===== src/rtl/mult16_rr_if.sv =====
// Request/response bundle between client units and mult16_rr_scheduler.
// The req_signed lane exists only when MULT16_RR_SIGNED_EN is defined.
interface mult16_rr_if #(
    parameter int NREQ = 4,
    parameter int IDW  = 2
);
    logic [NREQ-1:0]    req_valid;
    logic [NREQ-1:0]    req_ready;
    logic [NREQ*16-1:0] req_a;
    logic [NREQ*16-1:0] req_b;
`ifdef MULT16_RR_SIGNED_EN
    logic [NREQ-1:0]    req_signed;
`endif
    logic               resp_valid;
    logic               resp_ready;
    logic [IDW-1:0]     resp_id;
    logic [31:0]        resp_product;

    // Client side: raises requests, consumes responses.
    modport master (
        output req_valid, req_a, req_b,
`ifdef MULT16_RR_SIGNED_EN
        output req_signed,
`endif
        output resp_ready,
        input  req_ready, resp_valid, resp_id, resp_product
    );

    // Scheduler side.
    modport slave (
        input  req_valid, req_a, req_b,
`ifdef MULT16_RR_SIGNED_EN
        input  req_signed,
`endif
        input  resp_ready,
        output req_ready, resp_valid, resp_id, resp_product
    );
endinterface


===== src/rtl/mult16_rr_scheduler.sv =====
// Round-robin scheduler sharing one combinational 16x16 multiplier among
// NREQ requesters. Optional two's-complement support via MULT16_RR_SIGNED_EN:
// operands are sent to the multiplier as magnitudes and the product is
// negated on capture when the operand signs differ.
module mult16_rr_scheduler #(
    parameter int NREQ = 4,
    parameter int IDW  = 2
) (
    input  logic         clk,
    input  logic         rst_n,
    mult16_rr_if.slave   bus,
    output logic [15:0]  mul_a,
    output logic [15:0]  mul_b,
    input  logic [31:0]  mul_p,
    output logic         busy
);
    typedef enum logic [1:0] {IDLE, MUL, HOLD} state_t;

    state_t          state_q, state_d;
    logic [IDW-1:0]  last_grant_q;
    logic [15:0]     op_a_q, op_b_q;
    logic [IDW-1:0]  op_id_q;
    logic            op_neg_q;
    logic [IDW-1:0]  resp_id_q;
    logic [31:0]     resp_product_q;

    logic            arb_en;
    logic            grant_vld;
    logic [IDW-1:0]  grant_id;
    logic [IDW-1:0]  cand;
    logic [15:0]     raw_a, raw_b;
    logic [15:0]     win_a, win_b;
    logic            win_neg;
    logic [31:0]     prod_fix;

    // Rotating-priority search starting just after the last granted requester.
    always_comb begin
        grant_vld = 1'b0;
        grant_id  = '0;
        cand      = '0;
        arb_en    = rst_n && ((state_q == IDLE) || ((state_q == HOLD) && bus.resp_ready));
        if (arb_en) begin
            for (int k = 1; k <= NREQ; k++) begin
                cand = IDW'((int'(last_grant_q) + k) % NREQ);
                if (!grant_vld && bus.req_valid[cand]) begin
                    grant_vld = 1'b1;
                    grant_id  = cand;
                end
            end
        end
    end

    // One-hot accept for the winner only.
    always_comb begin
        bus.req_ready = '0;
        if (grant_vld) bus.req_ready[grant_id] = 1'b1;
    end

    // Select the winner's operands; in signed mode convert to magnitudes.
    always_comb begin
        raw_a   = bus.req_a[{grant_id, 4'b0000} +: 16];
        raw_b   = bus.req_b[{grant_id, 4'b0000} +: 16];
        win_a   = raw_a;
        win_b   = raw_b;
        win_neg = 1'b0;
`ifdef MULT16_RR_SIGNED_EN
        if (bus.req_signed[grant_id]) begin
            // -32768 negates to itself, which is the correct 16-bit magnitude.
            if (raw_a[15]) win_a = ~raw_a + 16'd1;
            if (raw_b[15]) win_b = ~raw_b + 16'd1;
            win_neg = raw_a[15] ^ raw_b[15];
        end
`endif
    end

    // Product sign fix-up applied as mul_p is captured.
    always_comb begin
        prod_fix = op_neg_q ? (~mul_p + 32'd1) : mul_p;
    end

    // Next-state logic.
    always_comb begin
        state_d = state_q;
        case (state_q)
            IDLE:    if (grant_vld) state_d = MUL;
            MUL:     state_d = HOLD;
            HOLD:    if (bus.resp_ready) state_d = grant_vld ? MUL : IDLE;
            default: state_d = IDLE;
        endcase
    end

    // FSM state register.
    always_ff @(posedge clk or negedge rst_n) begin
        if (!rst_n) state_q <= IDLE;
        else        state_q <= state_d;
    end

    // Operand/grant registers load on transfer; response registers load in MUL.
    always_ff @(posedge clk or negedge rst_n) begin
        if (!rst_n) begin
            last_grant_q   <= IDW'(NREQ - 1);
            op_a_q         <= '0;
            op_b_q         <= '0;
            op_id_q        <= '0;
            op_neg_q       <= 1'b0;
            resp_id_q      <= '0;
            resp_product_q <= '0;
        end else begin
            if (grant_vld) begin
                last_grant_q <= grant_id;
                op_a_q       <= win_a;
                op_b_q       <= win_b;
                op_id_q      <= grant_id;
                op_neg_q     <= win_neg;
            end
            if (state_q == MUL) begin
                resp_id_q      <= op_id_q;
                resp_product_q <= prod_fix;
            end
        end
    end

    assign mul_a            = op_a_q;
    assign mul_b            = op_b_q;
    assign bus.resp_valid   = (state_q == HOLD);
    assign bus.resp_id      = resp_id_q;
    assign bus.resp_product = resp_product_q;
    assign busy             = (state_q != IDLE);
endmodule


===== src/flat_wrapper.sv =====
// flat-port wrapper written by rule: the top's interface ports become plain ports
module mult16_rr_scheduler_flat 
#(
    parameter int NREQ = 4,
    parameter int IDW  = 2
)
  (clk, rst_n, mul_a, mul_b, mul_p, busy, bus_req_valid, bus_req_a, bus_req_b, bus_resp_ready, bus_req_ready, bus_resp_valid, bus_resp_id, bus_resp_product);
  mult16_rr_if #(.NREQ(NREQ), .IDW(IDW)) bus_i ();
  input  logic clk;
  input  logic rst_n;
  output logic [15:0] mul_a;
  output logic [15:0] mul_b;
  input  logic [31:0] mul_p;
  output logic busy;
  input wire logic [$bits(bus_i.req_valid)-1:0] bus_req_valid;
  input wire logic [$bits(bus_i.req_a)-1:0] bus_req_a;
  input wire logic [$bits(bus_i.req_b)-1:0] bus_req_b;
  input wire logic [$bits(bus_i.resp_ready)-1:0] bus_resp_ready;
  output wire logic [$bits(bus_i.req_ready)-1:0] bus_req_ready;
  output wire logic [$bits(bus_i.resp_valid)-1:0] bus_resp_valid;
  output wire logic [$bits(bus_i.resp_id)-1:0] bus_resp_id;
  output wire logic [$bits(bus_i.resp_product)-1:0] bus_resp_product;
  assign bus_i.req_valid = bus_req_valid;
  assign bus_i.req_a = bus_req_a;
  assign bus_i.req_b = bus_req_b;
  assign bus_i.resp_ready = bus_resp_ready;
  assign bus_req_ready = bus_i.req_ready;
  assign bus_resp_valid = bus_i.resp_valid;
  assign bus_resp_id = bus_i.resp_id;
  assign bus_resp_product = bus_i.resp_product;
  mult16_rr_scheduler #(.NREQ(NREQ), .IDW(IDW)) u_core (.clk(clk), .rst_n(rst_n), .bus(bus_i), .mul_a(mul_a), .mul_b(mul_b), .mul_p(mul_p), .busy(busy));
endmodule

===== config.mk =====
export PLATFORM = sky130hd
export DESIGN_NAME = mult16_rr_scheduler_flat
export DESIGN_NICKNAME = d
export VERILOG_FILES = /design/src/rtl/mult16_rr_if.sv /design/src/rtl/mult16_rr_scheduler.sv /design/src/flat_wrapper.sv
export SDC_FILE = /design/constraint.sdc
export NUM_CORES = 1
export LEC_CHECK = 0
export CORE_UTILIZATION = 43
export CTS_CLUSTER_SIZE = 40
export DETAILED_ROUTE_END_ITERATION = 8
export PLACE_DENSITY = 0.95
export SYNTH_ARGS = -nofsm -noshare
export SYNTH_HDL_FRONTEND = slang
export SYNTH_SLANG_ARGS = --single-unit

===== constraint.sdc =====
create_clock -name clk -period 3.41 [get_ports clk]
set_clock_uncertainty 0.1 [all_clocks]
set_input_delay 0.682 -clock clk [delete_from_list [all_inputs] [get_ports clk]]
set_output_delay 0.682 -clock clk [all_outputs]
set_load 0.02 [all_outputs]

Word-level counts from Yosys, hierarchy flattened --
Cells that the tools add are included.
Word-level totals: logic and storage cells 64, output and inout port bits 72, flip-flop bits (word level) 72, input port bits 167
Operators by class: shift operators 2, mux-type cells 28, eq/ne operators 4, reduce and logical (&&, ||, !) cells 13, $lt $le $gt $ge 6, add/subtract/negate cells 4
Operators with widths (number):
- $shiftx A64 B7 Y16 | 2
- $lt A2 B3 Y1 const B | 5
- $mux W1 | 14
- $mux W2 | 7
- $bmux W1 S2 | 4
- $logic_and A1 B1 Y1 | 6
- $pmux W2 S3 | 1
- $add A2 B1 Y2 const B | 2
- $add A2 B2 Y2 const B | 2
- $mux W4 | 1
- $logic_not A1 Y1 | 3
- $demux W1 S2 | 1
- $eq A2 B1 Y1 const B | 1
- $eq A2 B2 Y1 const B | 1
- $ge A2 B1 Y1 const B | 1
- $logic_not A2 Y1 | 1
- $ne A2 B1 Y1 const B | 1
- $ne A2 B2 Y1 const B | 1
- $reduce_and A2 Y1 | 1
- $reduce_bool A2 Y1 | 1
- $logic_or A1 B1 Y1 | 1

Depth between registers and ports, before layout --
Gate-level depths: netlist of the first run.
depth after elaboration 22, depth in mapped cells 8, mapped depth without buffers 6

Least setup slack after synthesis of the first run --
No wires, ideal clock.
kind input -> output, start in bus_req_valid[1], end out bus_req_ready[0], path slack 0.748 ns, data required time 2.628 ns, cell stages on the path 6, arrival 1.880 ns, buffers on the path 2, path through mux2_4 > a22oi_4 > buf_6 > buf_2 > nand3_1 > nor2b_1
On the way: word-level cells in the longest chain between the ends 21, elaborated cells between the ends (all ways) 33, those cells by class 2 x order compare; 24 x mux; 7 x reduce/logical
RTL lines:
- from (decl) | RTL line flat_wrapper.sv:15 | input wire logic [$bits(bus_i.req_valid)-1:0] bus_req_valid;
- $bmux W1 S2 | RTL line mult16_rr_scheduler.sv:45 | if (!grant_vld && bus.req_valid[cand]) begin
- $mux W1 (not written as such) | RTL line mult16_rr_scheduler.sv:45
- $mux W1 | RTL line mult16_rr_scheduler.sv:45
- $mux W1 | RTL line mult16_rr_scheduler.sv:42 | if (arb_en) begin
- $logic_not A1 Y1 | RTL line mult16_rr_scheduler.sv:45
- $logic_and A1 B1 Y1 | RTL line mult16_rr_scheduler.sv:45
- $mux W1 | RTL line mult16_rr_scheduler.sv:45
- $mux W1 | RTL line mult16_rr_scheduler.sv:42
- [... 5 more ...]
- $logic_and A1 B1 Y1 | RTL line mult16_rr_scheduler.sv:45
- $mux W2 | RTL line mult16_rr_scheduler.sv:45
- $mux W2 | RTL line mult16_rr_scheduler.sv:42
- $lt A2 B3 Y1 (not written as such) or $ge A2 B1 Y1 (tied branches) | RTL line mult16_rr_scheduler.sv:56 | if (grant_vld) bus.req_ready[grant_id] = 1'b1;
- $logic_and A1 B1 Y1 (not written as such) | RTL line mult16_rr_scheduler.sv:56
- $mux W1 (not written as such) | RTL line mult16_rr_scheduler.sv:56
- $demux W1 S2
- $mux W4 * | RTL line mult16_rr_scheduler.sv:56
- to (decl) | RTL line flat_wrapper.sv:19 | output wire logic [$bits(bus_i.req_ready)-1:0] bus_req_ready;
Every way passes the cells marked *; elsewhere a longest branch is shown, timed or not. The select of a mux whose other input is x is not followed.

Worst setup path after layout of the first run --
start in bus_req_valid[1], end out bus_req_ready[3]
The elaborated chain is that of the path after synthesis.

==> results of run 1 <==
[report_power, final]
| part | total, W | switching [W] | internal [W] | leakage [nW] |
|---|---|---|---|---|
| registers | 0.00144 | 0.000225 | 0.00122 | 0.839 |
| clock network | 0.000689 | 0.000329 | 0.000360 | 0.0989 |
| logic | 0.00259 | 0.00133 | 0.00126 | 1.96 |
[Yosys cell counts, types with 3 or more instances]
cell and number:
a21oi_1 33, dfrtp_1 70, nand2b_1 3, buf_4 3, o21ai_1 59, nand3_1 33
nor2b_1 4, mux2_2 34, a21boi_0 33, buf_8 3, o21ai_0 7, buf_1 3
a31oi_1 32, and3_1 65, nor2_1 35, buf_2 20, and2_1 3, clkbuf_1 22
[metal layers]
metal | vias up | global-route usage, % | share of wire, %
li1 | 2218 | - | -
met1 | 2163 | 27.95 | 37
met2 | 235 | 49.33 | 51
met3 | 48 | 7.119 | 7.6
met4 | 0 | 16.79 | 4.1
met5 | - | 0 | 0
[cells by family after synthesis]
| family | Yosys count |
|---|---|
| AO/OA/AOI/OAI | 176 |
| AND/OR/NAND/NOR | 151 |
| flip-flops | 72 |
| buffers and inverters | 57 |
| multiplexers | 35 |
[through the flow]
step | cells | TNS (ns) | hold slack, ns
floorplan | 491 | 0 | 0.2864
global placement | 827 | -0.2125 | 0.3616
detailed placement | 827 | -0.5913 | 0.3653
CTS | 843 | 0 | 0.3829
global route | 843 | 0 | 0.4098
finish | 843 | 0 | 0.3789
[repair_timing]
item / CTS / global route
pin swaps: 0 / 1
gates resized for setup: 4 / 1
endpoints found under the setup margin: 4 / 2
hold buffers: 0 / 0
buffers inserted: 0 / 0
[final timing paths]
kind,start,endpoint,slack [ns],cells after the start
worst max-delay path,bus_req_valid[1],bus_req_ready[3],0.06,6
max in group asynchronous,rst_n,u_core.bus.resp_product[20],2.18,2
worst max register to register,u_core.last_grant_q[1],u_core.mul_a[0],0.78,6
worst min register to register,u_core.op_id_q[1],u_core.op_id_q[1],0.38,1
worst min-delay path,u_core.op_id_q[1],u_core.op_id_q[1],0.38,1
min in group asynchronous,rst_n,u_core.mul_a[3],0.46,2
[registers in the layout (all words and copies together) (netlist names)]
signal	cells
u_core.bus.resp_id	2
u_core.bus.resp_product	32
u_core.last_grant_q	2
u_core.mul_a	16
u_core.mul_b	16
u_core.op_id_q	2
u_core.state_q	2
[critical path: cells and delay by family]
kind	cells	cell delay (ns)
AOI/OAI and AO/OA	2	0.40
buffers and inverters	2	0.90
and+or+nand+nor	2	0.59
[final cells by class]
class / instances / area share, %
Timing Repair Buffer: 257 / 35.93
Clock buffer: 10 / 1.963
Sequential cell: 72 / 25.74
Inverter: 3 / 0.1606
Clock inverter: 6 / 0.9638
Multi-Input combinational cell: 362 / 32.88
Tap cell: 133 / 2.374
==> results.md, run 1 <==
* Max Slew Vio Count at 0
* Die W at approximately 100 um
* CTS tree: yes
* Period utilisation layout at 98.12%
* Avg Cell Area, Syn at about 9 um^2
* Final WS setup at roughly 0.064 ns
* # rows at 36
* Via density per instance at about 5.5
* FFs w/ async S/R, synth at 100.0%
* Wire per inst at 17.40 um
* Diodes inserted at 0
* Placer Congestion at between 0.8 and 0.9
* Commonest non-fill, non-tap cell in the layout: clkdlybuf4s50_1
* DRT iter0 DRCs at 202
* Post-synth top flop: dfrtp_1
* Post-Synth Adder-Cell Area at 0%
* CTS Buf Count at 9
* Yosys reg bits at 72
* Status: finished, final reports clean
* Critical path class: input pin to primary output
* Multi-input logic area at around 0.0023 mm^2
* Mapped Nets at approximately 660
* Flip-flop and latch area at between 0.0015 and 0.002 mm^2
* CTS Root Cell: clkbuf_8
* Final Power at roughly 0.0047 W
* Detail Placement HPWL at 10690 um
* Leading area contributor after synthesis: dfrtp_1
* Synth Area in Simple Gates at approximately a fifth
* Htree depth at 3
* Fin nets at between 800 and 900
* Crit path launch type: input pin
* Slowest stage delay, CP at about 0.55 ns
* Die ar. at between 0.01 and 0.015 mm^2
* Crit-path max FO at 8
* Crit end category: primary output
* Layout cell share with drive strength beyond 1 at between 10% and 20%
* Pleak at around 2.9 nW
* Max-cap violation count at 0
* Clock buffer depth at 2
* Routed wire length at 14670 um
* Final Util at between 70% and 80%
* Core area at 0.009864 mm^2
* Compound-cell area share of the yosys netlist at ~24%
* Vias in the first global route at between 4000 and 5000
* Maximum clock frequency at around 0.3 GHz
* Skew-Pair Late Insertion Delay at 0.34 ns
* Max IR drop VDD at approximately 0.37 mV
* Worst-path cell chain: clkdlybuf4s50_1 -> or3b_1 -> a21oi_2 -> o311a_4 -> and2_1 -> clkdlybuf4s15_1
* EDFF count, synth at 0
* Finished Cell Area at about 0.0070 mm^2
* Fillers at 708
* Main combinational cell family by area after synthesis: compound AO/OA/AOI/OAI gates
* Antenna violations before repair at 0
* Hold Crit Class: register to register
* Dpl ws at -0.1808 ns
* Commonest non-fill, non-tap cells in the layout: clkdlybuf4s50_1, dfrtp_1, and3_1
* Yosys warns at 0
* Die Span Y at a little over 100 um
* DR pass1 iterations at 5
* Tot GR Track Use at a little over a quarter
* Synth Area in XOR/XNOR at 0%
* Final hold violation count at 0
* I/O Buffers at ~240
* Register area share after synthesis at 41.01%
* Mapped Area at 0.004399 mm^2
* Final ANT Viol Nets at 0
* Largest net degree at the start of global routing at 105
* Slew @ Worst Pin at approximately 0.9 ns
* Vias at between 4000 and 5000
* Sink Count at between 70 and 80
* Cells after synthesis at between 400 and 500
* Wire length of the first global-routing pass at around 22000 um
* Slew margin rel. at between 40% and 50%
* Top cells by area, synth: dfrtp_1, and3_1, mux2_2
* Final setup fails at 0
* Placed Area at approximately 0.007 mm^2
* Synthesis-to-layout area growth at 59.36%
* RSZ-0062 raised after global routing: false
* Yosys top cell area share at 39.82%
* Mux contribution to synthesized area at between 9 and 10%
* CP max stage cell: clkdlybuf4s50_1
* Final Critical Period at ~3.3 ns
* Global route overflow at 0
* Pwr Density at a little under 700 mW/mm^2
* Required time worst endpoint at 2.63 ns
* Worst Path Arrival at between 2 and 3 ns
* Worst-path clk slew at ~0.080 ns
* # IOs at 239
* Post-synth cell types at 42
* DR DRC count at 0
* Initial Util at 44.60%
Note: power is estimated with default switching activity, not from simulation.
==> inputs of run 2 (changes only) <==
--- a/config.mk
+++ b/config.mk
@@ -5,7 +5,10 @@
 export SDC_FILE = /design/constraint.sdc
 export NUM_CORES = 1
 export LEC_CHECK = 0
+export ABC_AREA = 0
+export ABC_CLOCK_PERIOD_IN_PS = 3410
 export CORE_UTILIZATION = 43
+export CTS_CLUSTER_DIAMETER = 200
 export CTS_CLUSTER_SIZE = 40
 export DETAILED_ROUTE_END_ITERATION = 8
 export PLACE_DENSITY = 0.95
==> results of run 2 <==
The final DEF is identical to that of run 1; final timing and power are the same.
